<file path="config.mk">
export PLATFORM = sky130hd
export DESIGN_NAME = multicycle_control_unit
export DESIGN_NICKNAME = d
export VERILOG_FILES = /design/src/rtl/multicycle_control_unit.sv
export SDC_FILE = /design/constraint.sdc
export NUM_CORES = 1
export LEC_CHECK = 0
export CAP_MARGIN = 0
export CORE_AREA = 2 2 115 117
export DETAILED_ROUTE_END_ITERATION = 10
export DIE_AREA = 0 0 117 119
export PLACE_DENSITY = 0.44
export SLEW_MARGIN = 40
export SYNTH_ARGS = -nofsm -noshare
export SYNTH_HDL_FRONTEND = slang
export SYNTH_SLANG_ARGS = --single-unit
</file>
<file path="constraint.sdc">
create_clock -name i_clk -period 5.91 [get_ports i_clk]
set_input_delay 1.182 -clock i_clk [delete_from_list [all_inputs] [get_ports i_clk]]
set_output_delay 1.182 -clock i_clk [all_outputs]
set_load 0.005 [all_outputs]
</file>
<file path="src/rtl/multicycle_control_unit.sv">
// Multicycle instruction sequencer: FETCH -> DECODE -> EXEC/MEM -> WB with registered field decode.
// Optional memory-wait timeout with sticky error, enabled by defining CU_TIMEOUT_EN.
module multicycle_control_unit #(
    parameter int INST_W  = 20,
    parameter int REG_AW  = 4,
    parameter int MEM_AW  = 10,
    parameter int IMM_W   = 8,
    parameter int JIMM_W  = 12,
    parameter int TIMEOUT = 16
) (
    input  logic              i_clk,
    input  logic              i_rst,
    input  logic              i_inst_valid,
    input  logic [INST_W-1:0] i_inst,
    output logic              o_inst_ready,
    input  logic              i_mem_ack,
    input  logic              i_cond_true,
    output logic [3:0]        o_alu_op,
    output logic [REG_AW-1:0] o_reg_no_dest,
    output logic [REG_AW-1:0] o_reg_no_src1,
    output logic [REG_AW-1:0] o_reg_no_src2,
    output logic [IMM_W-1:0]  o_imm,
    output logic [JIMM_W-1:0] o_jump_imm,
    output logic [MEM_AW-1:0] o_mem_address,
    output logic              o_mem_load_enable,
    output logic              o_mem_store_enable,
    output logic              o_reg_load_enable,
    output logic              o_jump_imm_sel,
    output logic              o_pc_load,
    output logic              o_mem_error
);

    localparam int FW = INST_W - 4;

    typedef enum logic [2:0] {S_FETCH, S_DECODE, S_EXEC, S_MEM, S_WB} state_t;
    typedef enum logic [2:0] {C_LOAD, C_ALU_RR, C_ALU_RI, C_BRANCH, C_JUMP, C_STORE} cls_t;

    function automatic cls_t f_class(input logic [3:0] op);
        case (op)
            4'b0000:                            f_class = C_LOAD;
            4'b0001, 4'b0010, 4'b0011, 4'b0100: f_class = C_ALU_RR;
            4'b0101, 4'b0110, 4'b0111, 4'b1000: f_class = C_ALU_RI;
            4'b1101:                            f_class = C_JUMP;
            4'b1111:                            f_class = C_STORE;
            default:                            f_class = C_BRANCH;
        endcase
    endfunction

    state_t            r_state, w_next;
    logic [INST_W-1:0] r_ir, w_ir_next;
    logic              w_accept;
    cls_t              w_cls, w_dcls;
    logic [FW-1:0]     w_f;

    logic [3:0]        r_alu_op, w_d_op;
    logic [REG_AW-1:0] r_dest, r_src1, r_src2, w_d_dest, w_d_src1, w_d_src2;
    logic [IMM_W-1:0]  r_imm, w_d_imm;
    logic [JIMM_W-1:0] r_jimm, w_d_jimm;
    logic [MEM_AW-1:0] r_maddr, w_d_maddr;

    assign w_accept  = (r_state == S_FETCH) && i_inst_valid;
    assign w_ir_next = w_accept ? i_inst : r_ir;
    assign w_cls     = f_class(r_ir[INST_W-1 -: 4]);

`ifdef CU_TIMEOUT_EN
    localparam int CW = $clog2(TIMEOUT + 1);
    logic [CW-1:0] r_tmo_cnt;
    logic          r_mem_error;
    logic          w_tmo;

    assign w_tmo = (r_state == S_MEM) && !i_mem_ack && (r_tmo_cnt == CW'(TIMEOUT - 1));

    always_ff @(posedge i_clk or posedge i_rst) begin
        if (i_rst) begin
            r_tmo_cnt   <= '0;
            r_mem_error <= 1'b0;
        end else begin
            r_tmo_cnt <= (r_state == S_MEM && w_next == S_MEM) ? r_tmo_cnt + 1'b1 : '0;
            if (w_tmo)
                r_mem_error <= 1'b1;
        end
    end

    assign o_mem_error = r_mem_error;
`else
    assign o_mem_error = 1'b0;
`endif

    always_ff @(posedge i_clk or posedge i_rst) begin
        if (i_rst)
            r_state <= S_FETCH;
        else
            r_state <= w_next;
    end

    always_comb begin
        w_next             = r_state;
        o_inst_ready       = 1'b0;
        o_mem_load_enable  = 1'b0;
        o_mem_store_enable = 1'b0;
        o_reg_load_enable  = 1'b0;
        o_jump_imm_sel     = 1'b0;
        o_pc_load          = 1'b0;
        case (r_state)
            S_FETCH: begin
                o_inst_ready = !i_rst;
                if (i_inst_valid)
                    w_next = S_DECODE;
            end
            S_DECODE: begin
                w_next = (w_cls == C_LOAD || w_cls == C_STORE) ? S_MEM : S_EXEC;
            end
            S_EXEC: begin
                case (w_cls)
                    C_ALU_RR, C_ALU_RI: w_next = S_WB;
                    C_BRANCH: begin
                        o_pc_load      = 1'b1;
                        o_jump_imm_sel = i_cond_true;
                        w_next         = S_FETCH;
                    end
                    C_JUMP: begin
                        o_pc_load      = 1'b1;
                        o_jump_imm_sel = 1'b1;
                        w_next         = S_FETCH;
                    end
                    default: w_next = S_FETCH;
                endcase
            end
            S_MEM: begin
                o_mem_load_enable  = (w_cls == C_LOAD);
                o_mem_store_enable = (w_cls == C_STORE);
                if (i_mem_ack) begin
                    if (w_cls == C_LOAD) begin
                        w_next = S_WB;
                    end else begin
                        o_pc_load = 1'b1;
                        w_next    = S_FETCH;
                    end
                end
`ifdef CU_TIMEOUT_EN
                else if (w_tmo) begin
                    o_pc_load = 1'b1;
                    w_next    = S_FETCH;
                end
`endif
            end
            S_WB: begin
                o_reg_load_enable = 1'b1;
                o_pc_load         = 1'b1;
                w_next            = S_FETCH;
            end
            default: w_next = S_FETCH;
        endcase
    end

    // Decode from the IR's next value so fields are already registered during DECODE.
    assign w_f    = w_ir_next[FW-1:0];
    assign w_dcls = f_class(w_ir_next[INST_W-1 -: 4]);

    always_comb begin
        w_d_op    = w_ir_next[INST_W-1 -: 4];
        w_d_dest  = '0;
        w_d_src1  = '0;
        w_d_src2  = '0;
        w_d_imm   = '0;
        w_d_jimm  = '0;
        w_d_maddr = '0;
        case (w_dcls)
            C_LOAD: begin
                w_d_dest  = w_f[FW-1 -: REG_AW];
                w_d_maddr = w_f[MEM_AW-1:0];
            end
            C_ALU_RR: begin
                w_d_dest = w_f[FW-1 -: REG_AW];
                w_d_src1 = w_f[FW-1-REG_AW -: REG_AW];
                w_d_src2 = w_f[FW-1-2*REG_AW -: REG_AW];
            end
            C_ALU_RI: begin
                w_d_dest = w_f[FW-1 -: REG_AW];
                w_d_src1 = w_f[FW-1-REG_AW -: REG_AW];
                w_d_imm  = w_f[IMM_W-1:0];
            end
            C_BRANCH: begin
                w_d_src1 = w_f[FW-1 -: REG_AW];
                w_d_src2 = w_f[FW-1-REG_AW -: REG_AW];
                w_d_jimm = JIMM_W'(signed'(w_f[IMM_W-1:0]));
            end
            C_JUMP: begin
                w_d_jimm = w_f[JIMM_W-1:0];
            end
            C_STORE: begin
                w_d_src1  = w_f[FW-1 -: REG_AW];
                w_d_maddr = w_f[MEM_AW-1:0];
            end
            default: ;
        endcase
    end

    always_ff @(posedge i_clk or posedge i_rst) begin
        if (i_rst) begin
            r_ir     <= '0;
            r_alu_op <= '0;
            r_dest   <= '0;
            r_src1   <= '0;
            r_src2   <= '0;
            r_imm    <= '0;
            r_jimm   <= '0;
            r_maddr  <= '0;
        end else begin
            r_ir <= w_ir_next;
            if (w_next == S_FETCH) begin
                r_alu_op <= '0;
                r_dest   <= '0;
                r_src1   <= '0;
                r_src2   <= '0;
                r_imm    <= '0;
                r_jimm   <= '0;
                r_maddr  <= '0;
            end else begin
                r_alu_op <= w_d_op;
                r_dest   <= w_d_dest;
                r_src1   <= w_d_src1;
                r_src2   <= w_d_src2;
                r_imm    <= w_d_imm;
                r_jimm   <= w_d_jimm;
                r_maddr  <= w_d_maddr;
            end
        end
    end

    assign o_alu_op      = r_alu_op;
    assign o_reg_no_dest = r_dest;
    assign o_reg_no_src1 = r_src1;
    assign o_reg_no_src2 = r_src2;
    assign o_imm         = r_imm;
    assign o_jump_imm    = r_jimm;
    assign o_mem_address = r_maddr;

endmodule
</file>
==> reports/qor.yml <==
synth.distinct_cells: 50
fmax_ghz: 0.2599
vias_per_cell: 4.330
die_w_um: 117
grt_pass1_wl_um: 13250
postRouteAntennaNets: 0
worst_slew_pin_slew_ns: 0.7138
die_h_um: 119
rsz0062_at_grt: "false"
skew_ns: 0.006659
critPathKind: "reg -> out"
pre_cts_slack_ns: 1.796
outcome: "finished clean"
grt_max_degree: 70
clk_pin_slew_ns: 0.06
cts.sinks: 69
cp_cell_sequence: "or2_2 -> ha_1 -> nor3_1 -> o22ai_1 -> a21o_1 -> clkdlybuf4s50_1"
drt_iter0_markers: 161
syn_inst: 280
worst_slack_ns: 2.063
gp_congestion: 0.8259
cts_tree: "built"
crit_slowest_cell: "dfrtp_1"
drive_above_1_share_pct: 12.19
finalSetupViolCount: 0
yosys_warnings: 0
cts_resized: 0
power_uw: 2557
synth_seq_cells: 69
cts-buffers-inserted: 9
routed_wl_um: 8360
cp.arrival_ns: 2.66
final.setup.tns_ns: 0
ios: 78
antenna_found_initial: 0
syn2layout_area_growth_pct: 39.77
synth_top_area_share_pct: 55.83
multi_input_area_um2: 1189
synth_area_um2: 3093
gr-total-overflow: 0
dr.pass1.iters: 4
critPathMaxFanout: 10
rows: 42
clk-insertion-delay-late_ns: 0.33
htreeDepth: 3
die_area_um2: 13920
finalCritPeriodShare_pct: 65.09
cp-end-kind: "output port"
cts_setup_buffers: 0
clock_path_buffers: 2
synth_nets: 308
vias: 2325
diodes: 0
clockRootBuffer: "clkbuf_16"
crit_required_ns: 4.73
start_util_pct: 24.02
numPortBuffers: 76
seqCellArea_um2: 1727
post-route-min-period_ns: 3.847
hold_class: "reg -> reg"
p_leak_uw: 0.001908
synth.avg_cell_area_um2: 11.05
critPathLaunchType: "flop"
cts_hold_buf: 0
wl_per_cell_um: 15.57
final_net_count: 384
ys_seq_area_share_pct: 55.83
maxCapViolations: 0
hpwl_um: 5689
ir_drop_mv: 0.1401
synth_area_leader_cell: "dfrtp_1"
hold_violations: 0
ys.flop_type: "dfrtp_1"
drc: 0
max-slew-margin-rel_pct: 51.05
max_stage_delay_ns: 0.49
power_density_nw_per_um2: 591.4
first_global_vias: 2383
core_um2: 12870
fillCellCount: 1328
synth_edf_count: 0
ys_async_sr_fraction_pct: 100.0
track_usage_pct: 12.70
synth_area_leaders: "dfrtp_1 56%, mux2i_1 4.9%, nor2_1 3.8%"
finalMaxSlewViolations: 0
-- critical path, delay by kind of cell (launching register included) --
kind	cells	cell delay (ns)
and+or+nand+nor	2	0.73
adders and majority gates	1	0.32
AOI/OAI and AO/OA	2	0.34
DFF	1	0.49
buffers and inverters	1	0.44
-- Yosys cell counts (2+ instances only) --
library cell,number
a211oi_1,2
a21o_1,2
a21oi_1,9
a21oi_2,2
a31oi_1,5
a32oi_1,4
and2_1,3
and3_1,3
buf_2,4
buf_4,2
buf_6,2
clkbuf_1,7
dfrtp_1,69
ha_1,3
inv_1,14
inv_2,4
mux2_2,5
mux2i_1,15
mux2i_4,5
nand2_1,11
nand2b_1,5
nand3_1,5
nand4_1,4
nor2_1,31
nor2b_1,6
nor3_1,19
nor3b_1,3
nor4_1,4
o21ai_0,8
o21ai_1,3
or3_1,2
-- final timing paths --
kind                            startpoint          to  slack (ns)  cells after the start
worst max-delay path              r_ir[16]   o_pc_load        2.06                      6
worst min-delay path              r_ir[14]    r_ir[14]        0.54                      2
worst max register to register  r_state[0]    o_imm[4]        2.91                      9
worst min register to register    r_ir[14]    r_ir[14]        0.54                      2
max in group asynchronous            i_rst    o_imm[7]        4.11                      3
min in group asynchronous            i_rst  r_state[1]        1.36                      3
-- registers in the layout, summed over array words and instances (netlist names) --
name / cells
o_imm: 8
o_reg_no_dest: 4
o_reg_no_src1: 4
o_jump_imm: 12
o_reg_no_src2: 4
r_state: 3
o_alu_op: 4
o_mem_address: 10
r_ir: 20
-- report_power, final --
part | switching (µW) | total, µW | internal [µW]
Combinational | 678 | 1220 | 538
Sequential | 122 | 783 | 661
Clock | 199 | 558 | 359
Total | 998 | 2560 | 1560
-- per-stage QoR --
| stage | cell area, µm² | utilization, % | instances | hold WS, ns |
|---|---|---|---|---|
| 2_1_floorplan | 3093 | - | 280 | 0.4892 |
| 3_3_place_gp | 4008 | 31.13 | 521 | 0.5114 |
| 3_5_place_dp | 4011 | 31.16 | 521 | 0.5216 |
| 4_1_cts | 4323 | 33.58 | 537 | 0.5351 |
| 5_1_grt | 4323 | 33.58 | 537 | 0.5646 |
| 6_report | 4323 | 33.58 | 537 | 0.5354 |
-- final cells by class --
type                            count  share of cell area, %
Clock inverter                      4                  1.042
Tap cell                          176                  5.094
Multi-Input combinational cell    176                  27.50
Sequential cell                    69                  39.94
Inverter                           19                  1.708
Timing Repair Buffer               81                  18.55
Clock buffer                       12                  6.165
-- cell families (layout without fill, tap and decap cells) --
family | Yosys count | count (layout) | synth area share, %
compound gates | 43 | 43 | 9.142
xor+xnor | 1 | 1 | 0.2832
fa+ha+maj | 3 | 3 | 1.214
buf+inv | 35 | 116 | 5.744
flops | 69 | 69 | 55.83
mux | 25 | 25 | 10.32
other cells | 1 | 1 | 0.1212
simple gates | 103 | 103 | 17.35
-- routing by layer --
layer	track usage, %	wire length, µm	share of wire, %
met4	3.750	85	1.0
met2	18.61	3852	46
met3	3.664	338	4.0
met5	0	0	0
met1	18.12	4083	49
-- cell usage in the layout (no fill, tap or decap), types with 6 or more instances in the layout --
master and count:
clkdlybuf4s50_1 76, dfrtp_1 69, nor2_1 31, nor3_1 19
mux2i_1 15, inv_1 13, nand2_1 11, a21oi_1 9
clkbuf_16 9, o21ai_0 8, nor2b_1 6
(Power assumes the default switching activity.)
